[src/rtl/fib_pkg.sv]
// fib_pkg: shared definitions for the Fibonacci/Lucas sequencer.
//   fib_state_t    - sequencer control states
//   FIB_DEF_SEED0  - first term loaded by reset
//   FIB_DEF_SEED1  - second term loaded by reset
//   FIB_UNBOUNDED  - num_terms value that selects an endless run
package fib_pkg;

    typedef enum logic [1:0] {
        IDLE = 2'd0,
        RUN  = 2'd1,
        HALT = 2'd2
    } fib_state_t;

    localparam int FIB_DEF_SEED0 = 0;
    localparam int FIB_DEF_SEED1 = 1;
    localparam int FIB_UNBOUNDED = 0;

endpackage

[src/rtl/fib_step.sv]
// fib_step: combinational recurrence step, sum = a + b.
// Optional feature macro: FIB_OVF_HALT_EN.
//   a, b         in   DATA_WIDTH  current operands
//   sum          out  DATA_WIDTH  a + b modulo 2^DATA_WIDTH
//   a_tag, b_tag in   1           overflow tags of the operands (macro only)
//   sum_tag      out  1           carry-out of this step or any tagged operand (macro only)
module fib_step #(
    parameter int DATA_WIDTH = 32
) (
    input  logic [DATA_WIDTH-1:0] a,
    input  logic [DATA_WIDTH-1:0] b,
`ifdef FIB_OVF_HALT_EN
    input  logic                  a_tag,
    input  logic                  b_tag,
    output logic                  sum_tag,
`endif
    output logic [DATA_WIDTH-1:0] sum
);

`ifdef FIB_OVF_HALT_EN
    logic [DATA_WIDTH:0] sum_wide;

    // One extra bit so the carry-out is the overflow of this step.
    assign sum_wide = {1'b0, a} + {1'b0, b};
    assign sum      = sum_wide[DATA_WIDTH-1:0];
    // A term derived from an overflowed operand is itself invalid.
    assign sum_tag  = sum_wide[DATA_WIDTH] | a_tag | b_tag;
`else
    // Overflow is not tracked in this build: the sum wraps silently.
    assign sum = a + b;
`endif

endmodule

[src/rtl/fibonacci_sequencer.sv]
// fibonacci_sequencer: generalised Fibonacci/Lucas term source on a valid/ready stream.
// Optional feature macro: FIB_OVF_HALT_EN (halt with ovf=1 instead of emitting a wrapped term).
//   clk        in   1           clock, all logic on posedge
//   resetn     in   1           synchronous active-low reset
//   start      in   1           load seeds and num_terms, begin a run
//   seed0      in   DATA_WIDTH  first term, sampled on start
//   seed1      in   DATA_WIDTH  second term, sampled on start
//   num_terms  in   CNT_WIDTH   terms to emit, 0 = unbounded
//   dout       out  DATA_WIDTH  current term
//   dout_valid out  1           dout holds a valid term
//   dout_ready in   1           consumer accepts dout
//   term_idx   out  CNT_WIDTH   0-based index of the term on dout
//   done       out  1           run complete, held until start or reset
//   ovf        out  1           run stopped on arithmetic overflow (macro only)
module fibonacci_sequencer
    import fib_pkg::*;
#(
    parameter int DATA_WIDTH = 32,
    parameter int CNT_WIDTH  = 16,
    parameter int DEF_SEED0  = FIB_DEF_SEED0,
    parameter int DEF_SEED1  = FIB_DEF_SEED1
) (
    input  logic                  clk,
    input  logic                  resetn,
    input  logic                  start,
    input  logic [DATA_WIDTH-1:0] seed0,
    input  logic [DATA_WIDTH-1:0] seed1,
    input  logic [CNT_WIDTH-1:0]  num_terms,
    output logic [DATA_WIDTH-1:0] dout,
    output logic                  dout_valid,
    input  logic                  dout_ready,
    output logic [CNT_WIDTH-1:0]  term_idx,
`ifdef FIB_OVF_HALT_EN
    output logic                  ovf,
`endif
    output logic                  done
);

    fib_state_t            state;
    logic [DATA_WIDTH-1:0] a;
    logic [DATA_WIDTH-1:0] b;
    logic [DATA_WIDTH-1:0] sum;
    logic [CNT_WIDTH-1:0]  n_terms;
    logic                  last_term;
`ifdef FIB_OVF_HALT_EN
    logic                  a_ovf;
    logic                  b_ovf;
    logic                  sum_ovf;
`endif

    fib_step #(
        .DATA_WIDTH (DATA_WIDTH)
    ) u_step (
        .a       (a),
        .b       (b),
`ifdef FIB_OVF_HALT_EN
        .a_tag   (a_ovf),
        .b_tag   (b_ovf),
        .sum_tag (sum_ovf),
`endif
        .sum     (sum)
    );

    // The term on dout is the last one of a bounded run.
    assign last_term = (n_terms != CNT_WIDTH'(FIB_UNBOUNDED)) &&
                       (term_idx == n_terms - 1'b1);

    always_ff @(posedge clk) begin
        if (!resetn) begin
            state      <= IDLE;
            a          <= DATA_WIDTH'(DEF_SEED0);
            b          <= DATA_WIDTH'(DEF_SEED1);
            n_terms    <= '0;
            dout       <= '0;
            dout_valid <= 1'b0;
            term_idx   <= '0;
            done       <= 1'b0;
`ifdef FIB_OVF_HALT_EN
            a_ovf      <= 1'b0;
            b_ovf      <= 1'b0;
            ovf        <= 1'b0;
`endif
        end else if (start) begin
            // start overrides any handshake in the same cycle.
            state      <= RUN;
            a          <= seed0;
            b          <= seed1;
            n_terms    <= num_terms;
            dout       <= seed0;
            dout_valid <= 1'b1;
            term_idx   <= '0;
            done       <= 1'b0;
`ifdef FIB_OVF_HALT_EN
            a_ovf      <= 1'b0;
            b_ovf      <= 1'b0;
            ovf        <= 1'b0;
`endif
        end else begin
            case (state)
                RUN: begin
                    if (dout_ready) begin
                        if (last_term) begin
                            state      <= HALT;
                            dout_valid <= 1'b0;
                            done       <= 1'b1;
`ifdef FIB_OVF_HALT_EN
                        end else if (b_ovf) begin
                            // Next term wrapped: stop rather than emit it.
                            state      <= HALT;
                            dout_valid <= 1'b0;
                            done       <= 1'b1;
                            ovf        <= 1'b1;
`endif
                        end else begin
                            a        <= b;
                            b        <= sum;
                            dout     <= b;
                            term_idx <= term_idx + 1'b1;
`ifdef FIB_OVF_HALT_EN
                            a_ovf    <= b_ovf;
                            b_ovf    <= sum_ovf;
`endif
                        end
                    end
                end
                default: ; // IDLE and HALT wait for start
            endcase
        end
    end

endmodule

[config.mk]
export PLATFORM = sky130hd
export DESIGN_NAME = fibonacci_sequencer
export DESIGN_NICKNAME = d
export VERILOG_FILES = /design/src/rtl/fib_pkg.sv /design/src/rtl/fib_step.sv /design/src/rtl/fibonacci_sequencer.sv
export SDC_FILE = /design/constraint.sdc
export NUM_CORES = 1
export LEC_CHECK = 0
export CORE_AREA = 2 2 129 118
export CTS_CLUSTER_DIAMETER = 200
export DETAILED_ROUTE_END_ITERATION = 8
export DIE_AREA = 0 0 131 120
export PLACE_DENSITY_LB_ADDON = 0.12
export SYNTH_ARGS = -nofsm -noshare
export SYNTH_HDL_FRONTEND = slang
export SYNTH_SLANG_ARGS = --single-unit
[constraint.sdc]
create_clock -name clk -period 5.3 [get_ports clk]
set_clock_uncertainty 0.1 [all_clocks]
set_input_delay 1.06 -clock clk [delete_from_list [all_inputs] [get_ports clk]]
set_output_delay 1.06 -clock clk [all_outputs]
set_load 0.01 [all_outputs]
==> results.sh, run 1 <==
export IMPL_switchingPower_uw=570
export IMPL_fmaxAchievable_mhz=258
export IMPL_place_congestion=0.841
export IMPL_setup_worst_path_class="flop to flop"
export IMPL_endpoint_kind="flop"
export IMPL_yosys_cell_types_count=69
export IMPL_antenna_found_initial=0
export IMPL_path_delay_family="simple AND/OR/NAND/NOR gates"
export IMPL_final_instance_count_excl_fill=1040
export IMPL_worst_endpoint_required_ns=5.47
export IMPL_worst_r2r_endpoint="b[26]$_SDFFE_PN0P_"
export IMPL_cts_buffers_inserted=9
export IMPL_synth_edf_count=0
export IMPL_hold_viol=0
export IMPL_setup_viol=0
export IMPL_report_final_slew_viol_count=0
export IMPL_routed_via_density=5.49
export IMPL_drt_drc=0
export IMPL_min_period_over_period=0.732
export IMPL_timing_final_crit_period_ns=3.88
export IMPL_wire_per_inst_microns=15.7
export IMPL_synthToLayoutAreaGrowth_pct=27.4
export IMPL_die_height_microns=120
export IMPL_post_synth_instance_area_sq_um=6350
export IMPL_leakage_uw=0.00349
export IMPL_io_buffer_count=133
export IMPL_critPathMaxFanout=21
export IMPL_drt_initial_drc_count=228
export IMPL_netlist_instances=731
export IMPL_pwr_share_seq=0.418
export IMPL_total_power_uw=1980
export IMPL_hp_class="flop to flop"
export IMPL_post_cts_resized_instances=0
export IMPL_groute_usage_overall=0.207
export IMPL_die_x_microns=131
export IMPL_dp_hpwl_microns=12000
export IMPL_finish_net_count=956
export IMPL_clock_sink_count=98
export IMPL_area_of_all_placed_cells_without_fillers_sq_um=8090
export IMPL_htreeDepth=3
export IMPL_wl_met1_microns=7950
export IMPL_antenna_cells=0
export IMPL_worstHoldStart="state[0]$_SDFFE_PN0P_"
export IMPL_pwr_density_cell_nw_per_um2=244
export IMPL_crit_path_max_incr_delay_ns=0.61
export IMPL_hold_path_endpoint="state[1]$_SDFFE_PP0P_"
export IMPL_max_cap_viol_count=0
export IMPL_mappedNetlistNets=849
export IMPL_outcome="finished clean"
export IMPL_cts_root_buf="clkbuf_16"
export IMPL_cp_data_arrival_time_ns=4.05
export IMPL_fp_dieArea_sq_um=15700
export IMPL_routed_wl_met2_microns=7530
export IMPL_core_sq_um=14500
export IMPL_netSwitchingFraction=0.288
export IMPL_synth_seq_area_share=0.309
export IMPL_min_path_cells=2
export IMPL_worstPathBufferInverterCount=2
export IMPL_first_pass_grt_wire_length_microns=25900
export IMPL_share_of_post_route_cells_with_drive_strength_above_1=0.0416
export IMPL_peakVddDrop_mv=0.164
export IMPL_critPathLaunchType="flop"
export IMPL_worstPathCellList="inv_1 -> ha_1 -> or3b_2 -> o221ai_1 -> o311ai_0 -> nor2b_1 -> nor4_4 -> nor3_4 -> buf_4 -> or4b_2 -> a41oi_1"
export IMPL_clk_transition_reported_paths_ns=0.07
export IMPL_worstSkewPairLatency_ns=0.35
export IMPL_synth_avg_cell_area_sq_um=8.69
export IMPL_numPlacedInstances=1025
export IMPL_comb_power_share=0.246
export IMPL_power_report_internal_total_uw=1410
export IMPL_post_cts_setup_bufs=0
export IMPL_setup_tns_ns=0
export IMPL_layout_cells_most_common="clkdlybuf4s50_1"
export IMPL_grt_pass1_vias=5339
export IMPL_slew_headroom=0.432
export IMPL_yosys_register_bits=98
export IMPL_final_cell_mix="132 x clkdlybuf4s50_1, 98 x dfxtp_1, 74 x mux2i_1, 73 x nand2_1"
export IMPL_max_slew_worst_pin_slew_ns=0.850
export IMPL_synth_warning_count=0
export IMPL_postSynth_topFlopCell="dfxtp_1"
export IMPL_tritoncts="done"
export IMPL_clkPwrFrac=0.336
export IMPL_post_dp_cell_area_sq_um=7800
export IMPL_timing_rr_start="n_terms[0]$_SDFFE_PN0P_"
export IMPL_detailroute_via_count=5707
export IMPL_initial_utilization=0.440
export IMPL_drt_pass1_iterations=4
export IMPL_maximum_number_of_pins_on_one_net_before_global_route_repair=75
export IMPL_drt_wirelength_microns=16300
export IMPL_cts_hold_repair_buffers=0
export IMPL_number_of_antenna_violating_nets_in_the_routed_design=0
export IMPL_floorplan_io_pins=134
export IMPL_asyncSetResetFlopFracSynth=0
export IMPL_grt_setup_unrepaired="no"
export IMPL_reg2reg_depth=11
export IMPL_cp_slowest_cell="or4b_2"
export IMPL_overflow=0
export IMPL_highest_layer="met4"
export IMPL_max_clock_path_buffers=2
export IMPL_met3_routed_wl_microns=674
export IMPL_core_rowCount=42
export IMPL_rrSetupSlack_ns=1.42
[how the worst max path moves through the flow]
stage / from / to / slack, ns / cells after the start
2_1_floorplan: a[2]$_SDFFE_PN0P_ / b[31]$_SDFFE_PN0P_ / 1.99 / 10
3_3_place_gp: start / b[28]$_SDFFE_PN0P_ / 1.55 / 7
3_5_place_dp: n_terms[0]$_SDFFE_PN0P_ / b[26]$_SDFFE_PN0P_ / 1.46 / 11
4_1_cts: n_terms[0]$_SDFFE_PN0P_ / b[26]$_SDFFE_PN0P_ / 1.42 / 11
5_1_grt: n_terms[0]$_SDFFE_PN0P_ / b[26]$_SDFFE_PN0P_ / 1.19 / 11
6_report: n_terms[0]$_SDFFE_PN0P_ / b[26]$_SDFFE_PN0P_ / 1.42 / 11
[through the flow]
stage	utilization	hold slack, ns	setup slack (ns)
after global placement	0.540	0.402	1.55
after detailed placement	0.540	0.404	1.46
after floorplan	-	0.402	1.99
after CTS	0.560	0.412	1.42
final	0.560	0.410	1.42
after global routing	0.560	0.440	1.19
[worst register-to-register path, cell delays in order (launching register included)]
cell      delay, ns
dfxtp_1        0.36
inv_1          0.08
ha_1           0.34
or3b_2         0.51
o221ai_1       0.18
o311ai_0       0.15
nor2b_1        0.29
nor4_4         0.12
nor3_4         0.47
buf_4          0.39
or4b_2         0.62
a41oi_1        0.20
[kinds of logic after synthesis]
kind of cell               share of synthesized area
muxes                                          0.118
DFF                                            0.309
buffers and inverters                         0.0427
AOI/OAI and AO/OA                              0.226
xor gates and xnor gates                      0.0634
adders and majority gates                     0.0681
and+or+nand+nor                                0.173
[flip-flops by register name, summed over array words and instances, names as in the netlist]
register / count
a: 32
b: 32
n_terms: 16
term_idx: 16
state: 2
[power groups by stage]
stage	clock [uW]	sequential [uW]	combinational, uW
2_1_floorplan	0	839	320
3_3_place_gp	0	840	480
3_5_place_dp	0	843	485
4_1_cts	684	827	489
5_1_grt	711	833	538
6_report	664	826	488
[routing by layer]
metal | up-vias | track usage
li1 | 2904 | -
met1 | 2675 | 0.280
met2 | 118 | 0.331
met3 | 10 | 0.0486
met4 | 0 | 0.0519
met5 | - | 0
[synth_stat cells (3+ instances only)]
| cell | number | share of area |
|---|---|---|
| dfxtp_1 | 98 | 0.31 |
| mux2i_1 | 74 | 0.12 |
| nand2_1 | 73 | 0.043 |
| a21oi_1 | 49 | 0.039 |
| nor2_1 | 49 | 0.029 |
| o21ai_0 | 42 | 0.033 |
| o211a_1 | 41 | 0.065 |
| ha_1 | 33 | 0.065 |
| clkbuf_1 | 25 | 0.015 |
| xnor2_1 | 23 | 0.032 |
| xor2_1 | 23 | 0.032 |
| inv_1 | 19 | 0.011 |
| nand4_1 | 12 | 0.012 |
| or3_1 | 11 | 0.011 |
| a21o_1 | 10 | 0.012 |
| buf_2 | 10 | 0.0079 |
| and3_1 | 9 | 0.0089 |
| nand3_1 | 9 | 0.0071 |
| o21a_1 | 9 | 0.011 |
| o211ai_1 | 8 | 0.0095 |
| nand2b_1 | 7 | 0.0069 |
| a211oi_1 | 6 | 0.0071 |
| a31oi_1 | 6 | 0.0059 |
| buf_4 | 5 | 0.0059 |
| nor2b_1 | 5 | 0.0049 |
| nor3_1 | 5 | 0.0039 |
| nor3b_1 | 5 | 0.0059 |
| a21boi_0 | 4 | 0.0047 |
| a41oi_1 | 4 | 0.0055 |
| nand3b_1 | 3 | 0.0035 |
| nand4b_1 | 3 | 0.0041 |
| nor4_1 | 3 | 0.0030 |
| o31ai_1 | 3 | 0.0035 |
[area by class of cell]
type | count | area (sq um)
Timing Repair Buffer | 139 | 1400
Clock inverter | 5 | 55.1
Inverter | 19 | 72.6
Sequential cell | 98 | 1960
Tap cell | 198 | 248
Clock buffer | 10 | 239
Fill cell | 1308 | 6360
Multi-Input combinational cell | 571 | 4120
(Power assumes the default switching activity.)
==> run 2, diff against run 1 <==
clock period = 3.59 ns   (was 5.3 ns; I/O delays follow)
==> run 2 against run 1 <==
  * Worst hold slack better by 0.017 ns
  * Highest routed layer unchanged
  * Sequential power up 46%
  * Global-route usage up 1.1 points
  * Power up 61%
  * Die area unchanged
  * Design area up 3.1%
  * Critical path depth down 2
  * Largest cell class unchanged
==> results.sh, run 2 (synthesized netlist as in run 1, its figures left out) <==
export IMPL_max_slew_worst_pin_slew_ns=0.815
export IMPL_slew_headroom=0.456
export IMPL_setup_worst_path_class="flop to flop"
export IMPL_wire_per_inst_microns=15.8
export IMPL_pwr_density_cell_nw_per_um2=382
export IMPL_clock_sink_count=98
export IMPL_top_regs="a: 32 flops, b: 32 flops"
export IMPL_timing_final_crit_period_ns=3.40
export IMPL_htreeDepth=3
export IMPL_fmaxAchievable_mhz=294
export IMPL_critPathMaxFanout=10
export IMPL_core_sq_um=14500
export IMPL_report_final_slew_viol_count=0
export IMPL_fp_dieArea_sq_um=15700
export IMPL_cp_data_arrival_time_ns=3.58
export IMPL_grt_setup_unrepaired="no"
export IMPL_last_element_of_the_critical_path="b[26]$_SDFFE_PN0P_"
export IMPL_die_x_microns=131
export IMPL_final_instance_count_excl_fill=1061
export IMPL_setup_viol=0
export IMPL_peakVddDrop_mv=0.267
export IMPL_numPlacedInstances=1040
export IMPL_post_place_ws_ns=0.150
export IMPL_finish_net_count=976
export IMPL_dp_hpwl_microns=12400
export IMPL_routed_via_density=5.45
export IMPL_initial_utilization=0.440
export IMPL_grt_pass1_vias=5673
export IMPL_tritoncts="done"
export IMPL_cts_root_buf="clkbuf_16"
export IMPL_worst_r2r_endpoint="b[26]$_SDFFE_PN0P_"
export IMPL_share_of_post_route_cells_with_drive_strength_above_1=0.0672
export IMPL_min_period_over_period=0.948
export IMPL_cts_hold_repair_buffers=0
export IMPL_crit_start="n_terms[6]$_SDFFE_PN0P_"
export IMPL_place_congestion=0.847
export IMPL_antenna_found_initial=0
export IMPL_drt_drc=0
export IMPL_drt_pass1_iterations=5
export IMPL_antenna_cells=0
export IMPL_floorplan_io_pins=134
export IMPL_number_of_antenna_violating_nets_in_the_routed_design=0
export IMPL_drt_wirelength_microns=16800
export IMPL_cts_buffers_inserted=9
export IMPL_rrSetupSlack_ns=0.19
export IMPL_max_clock_path_buffers=2
export IMPL_groute_usage_overall=0.217
export IMPL_utilization=0.577
export IMPL_first_pass_grt_wire_length_microns=27300
export IMPL_core_rowCount=42
export IMPL_io_buffer_count=133
export IMPL_leakage_uw=0.00362
export IMPL_overflow=0
export IMPL_maximum_number_of_pins_on_one_net_before_global_route_repair=51
export IMPL_synthToLayoutAreaGrowth_pct=31.3
export IMPL_outcome="finished clean"
export IMPL_worstSkewPairLatency_ns=0.35
export IMPL_hp_class="flop to flop"
export IMPL_die_height_microns=120
export IMPL_clk_transition_reported_paths_ns=0.07
export IMPL_endpoint_kind="flop"
export IMPL_hold_viol=0
export IMPL_timing_rr_start="n_terms[6]$_SDFFE_PN0P_"
export IMPL_setup_slack_ns=0.187
export IMPL_drt_initial_drc_count=340
export IMPL_max_cap_viol_count=0
export IMPL_total_power_uw=3180
export IMPL_critPathLaunchType="flop"
export IMPL_detailroute_via_count=5786
export IMPL_setup_tns_ns=0
export IMPL_worst_endpoint_required_ns=3.76
export IMPL_layout_cells_most_common="clkdlybuf4s50_1"
export IMPL_reg2reg_depth=9
export IMPL_final_cell_mix="132 x clkdlybuf4s50_1, 98 x dfxtp_1, 74 x mux2i_1, 73 x nand2_1"
## run 2: critical path, stage by stage, from the launching register on
cell and delay (ns):
dfxtp_1 0.32, or4_4 0.58, or4_1 0.48, nor4b_1 0.28, a2111o_1 0.18, nor4_4 0.06, nor3_4 0.28, buf_4 0.25
or4b_2 0.59, a41oi_1 0.20
## run 2: final cells by class
class                           count  area (sq um)
Fill cell                        1307          6110
Sequential cell                    98          1960
Clock buffer                       10           239
Inverter                           19          72.6
Tap cell                          198           248
Multi-Input combinational cell    571          4130
Timing Repair Buffer              159          1550
Clock inverter                      6           136
## run 2: routing by layer
metal	routed length, microns	track usage	part of all wire	vias up
met3	954	0.0508	0.057	17
met4	204	0.0552	0.012	0
met5	0	0	0	-
li1	-	-	-	2939
met2	7630	0.348	0.45	123
met1	8010	0.294	0.48	2707
## run 2: worst min path at each step
stage	from	endpoint	slack, ns	cells past startpoint
after floorplan	b[23]$_SDFFE_PN0P_	b[23]$_SDFFE_PN0P_	0.40	2
after global placement	state[0]$_SDFFE_PN0P_	state[1]$_SDFFE_PP0P_	0.39	2
after detailed placement	state[0]$_SDFFE_PN0P_	state[1]$_SDFFE_PP0P_	0.41	2
after CTS	state[0]$_SDFFE_PN0P_	state[1]$_SDFFE_PP0P_	0.42	2
after global routing	state[0]$_SDFFE_PN0P_	state[1]$_SDFFE_PP0P_	0.46	2
final	state[0]$_SDFFE_PN0P_	state[1]$_SDFFE_PP0P_	0.43	2
## run 2: report_power, final
part,leakage [uW],internal [uW],switching (uW),total [uW]
Sequential,0.000810,1150,59.9,1210
Combinational,0.00263,385,366,751
Clock,0.000179,773,444,1220
## run 2: repair_timing
item,4_1_cts,5_1_grt
setup buffers,0,5
gates resized for setup,0,3
endpoints found under the setup margin,0,10
## run 2: stage by stage
stage | instance area (sq um) | hold WS (ns)
after CTS | 8290 | 0.420
after detailed placement | 7910 | 0.408
after global routing | 8340 | 0.461
after global placement | 7910 | 0.391
final | 8340 | 0.427
after floorplan | 6350 | 0.402
==> run 3, diff against run 2 <==
CORE_AREA = 2 2 120 110   (was 2 2 129 118)
DIE_AREA = 0 0 122 112   (was 0 0 131 120)
==> run 3 against run 2 <==
  * Design area is 1.3% lower
  * Worst setup slack worse by 0.018 ns
  * Sequential power hardly changed
  * Wire length is 1.0% lower
  * Non-clock buffer count is 4 lower
  * Clock power is 14% lower
  * Sequential cell count stayed put
  * Sequential share of layout area is 0.32 points higher
  * Die area is 13% lower
  * Maximum frequency is 0.52% lower
  * Count of clock-buffer cells in the layout stayed put
  * Largest cell class unchanged
  * Largest power group is now sequential cells
==> results.sh, run 3 (synthesized netlist as in run 1, its figures left out) <==
export IMPL_hold_viol=0
export IMPL_clk_transition_reported_paths_ns=0.07
export IMPL_fmaxAchievable_mhz=292
export IMPL_drt_initial_drc_count=347
export IMPL_htreeDepth=3
export IMPL_die_x_microns=122
export IMPL_drt_wirelength_microns=16600
export IMPL_min_period_over_period=0.953
export IMPL_post_dp_cell_area_sq_um=7870
export IMPL_drt_drc=0
export IMPL_report_final_slew_viol_count=0
export IMPL_io_buffer_count=133
export IMPL_worstPathBufferInverterCount=0
export IMPL_ff_latch_area_sq_um=1960
export IMPL_max_slew_worst_pin_slew_ns=0.815
export IMPL_tritoncts="done"
export IMPL_path_common_cell="or4_4"
export IMPL_floorplan_io_pins=134
export IMPL_place_congestion=0.892
export IMPL_worstPathCellList="or4_4 -> or4_4 -> nor4b_2 -> a2111o_1 -> nor4_4 -> nor3_4 -> or4b_1 -> and3_1 -> o311a_1"
export IMPL_layout_cells_most_common="clkdlybuf4s50_1"
export IMPL_finish_net_count=972
export IMPL_cts_root_buf="clkbuf_16"
export IMPL_first_pass_grt_wire_length_microns=27300
export IMPL_max_clock_path_buffers=2
export IMPL_setup_tns_ns=0
export IMPL_grt_pass1_vias=5690
export IMPL_initial_utilization=0.511
export IMPL_groute_usage_overall=0.246
export IMPL_grt_setup_unrepaired="no"
export IMPL_setup_viol=0
export IMPL_core_rowCount=39
export IMPL_antenna_found_initial=0
export IMPL_top_regs="a: 32 flops, b: 32 flops"
export IMPL_overflow=0
export IMPL_drt_pass1_iterations=4
export IMPL_share_of_post_route_cells_with_drive_strength_above_1=0.0652
export IMPL_peakVddDrop_mv=0.285
export IMPL_dp_hpwl_microns=12300
export IMPL_hp_class="flop to flop"
export IMPL_timing_final_crit_period_ns=3.42
export IMPL_max_cap_viol_count=0
export IMPL_path_delay_family="simple AND/OR/NAND/NOR gates"
export IMPL_multi_input_comb_area_sq_um=4150
export IMPL_fill_cells=1069
export IMPL_endpoint_kind="flop"
export IMPL_critPathLaunchType="flop"
export IMPL_pwr_density_cell_nw_per_um2=367
export IMPL_cp_data_arrival_time_ns=3.56
export IMPL_wire_per_inst_microns=16.3
export IMPL_cts_buffers_inserted=9
export IMPL_critPathMaxFanout=7
export IMPL_area_of_all_placed_cells_without_fillers_sq_um=8230
export IMPL_detailroute_via_count=5763
export IMPL_routed_via_density=5.63
export IMPL_cts_hold_repair_buffers=0
export IMPL_outcome="finished clean"
export IMPL_setup_worst_path_class="flop to flop"
export IMPL_worst_endpoint_required_ns=3.73
export IMPL_crit_path_max_incr_delay_ns=0.59
export IMPL_leakage_uw=0.00359
export IMPL_synthToLayoutAreaGrowth_pct=29.5
export IMPL_die_height_microns=112
export IMPL_slew_headroom=0.456
export IMPL_core_sq_um=12400
export IMPL_worstSkewPairLatency_ns=0.35
export IMPL_fp_dieArea_sq_um=13700
export IMPL_hold_worst_slack_ns=0.413
export IMPL_number_of_antenna_violating_nets_in_the_routed_design=0
export IMPL_final_cell_mix="132 x clkdlybuf4s50_1, 98 x dfxtp_1, 74 x mux2i_1, 73 x nand2_1"
export IMPL_antenna_cells=0
export IMPL_maximum_number_of_pins_on_one_net_before_global_route_repair=101
export IMPL_clock_sink_count=98
export IMPL_cp_slowest_cell="or4_4"
-- run 3: cell count changes in the layout (fill, tap and decap cells not counted), sizes merged --
cell / before / now
buf: 27 / 23
clkinv: 1 / 5
bufinv: 4 / 2
clkinvlp: 1 / 0
inv: 19 / 18
-- run 3: tightest hold or removal path, stage by stage, from the launching register on --
cell and delay (ns):
dfxtp_1 0.34, nand3_1 0.07, a21oi_1 0.06
-- run 3: final timing paths --
kind                            depth (start not counted)                    end  slack, ns                     from
worst max-delay path                                    9     b[31]$_SDFFE_PN0P_       0.17  n_terms[6]$_SDFFE_PN0P_
worst min-delay path                                    2  state[1]$_SDFFE_PP0P_       0.41    state[0]$_SDFFE_PN0P_
worst max register to register                          9     b[31]$_SDFFE_PN0P_       0.17  n_terms[6]$_SDFFE_PN0P_
worst min register to register                          2  state[1]$_SDFFE_PP0P_       0.41    state[0]$_SDFFE_PN0P_
-- run 3: final cells by class --
type                    count  area share
flip-flops and latches     98       0.238
inverters                  19     0.00882
multi-input cells         571       0.504
well taps                 164      0.0249
clock buffers              10      0.0278
clock inverters             6      0.0111
repair buffers            155       0.185
-- run 3: through the flow --
step                      total power [uW]  worst slack [ns]  utilization  cells
after floorplan                       1710             0.279            -    731
after global placement                1960             0.211        0.632   1006
after detailed placement              1980             0.107        0.632   1006
after CTS                             3040             0.107        0.658   1022
after global routing                  3180            0.0241        0.661   1023
final                                 3020             0.169        0.661   1023
-- run 3: layer usage --
layer / share of wire / vias up / GRT usage
met5: 0 / - / 0
met4: 0.0090 / 0 / 0.0483
met3: 0.051 / 10 / 0.0482
li1: - / 2932 / -
met2: 0.47 / 130 / 0.412
met1: 0.47 / 2691 / 0.332
-- run 3: what timing repair did --
action                     CTS  global route
setup endpoints to repair    0             8
gates resized for setup      0             6
setup buffers                0             1
-- run 3: report_power, final --
group	switching [uW]	total [uW]	internal (uW)
clock	441	1050	614
combinational	364	751	387
sequential	62.8	1220	1150
total	868	3020	2160
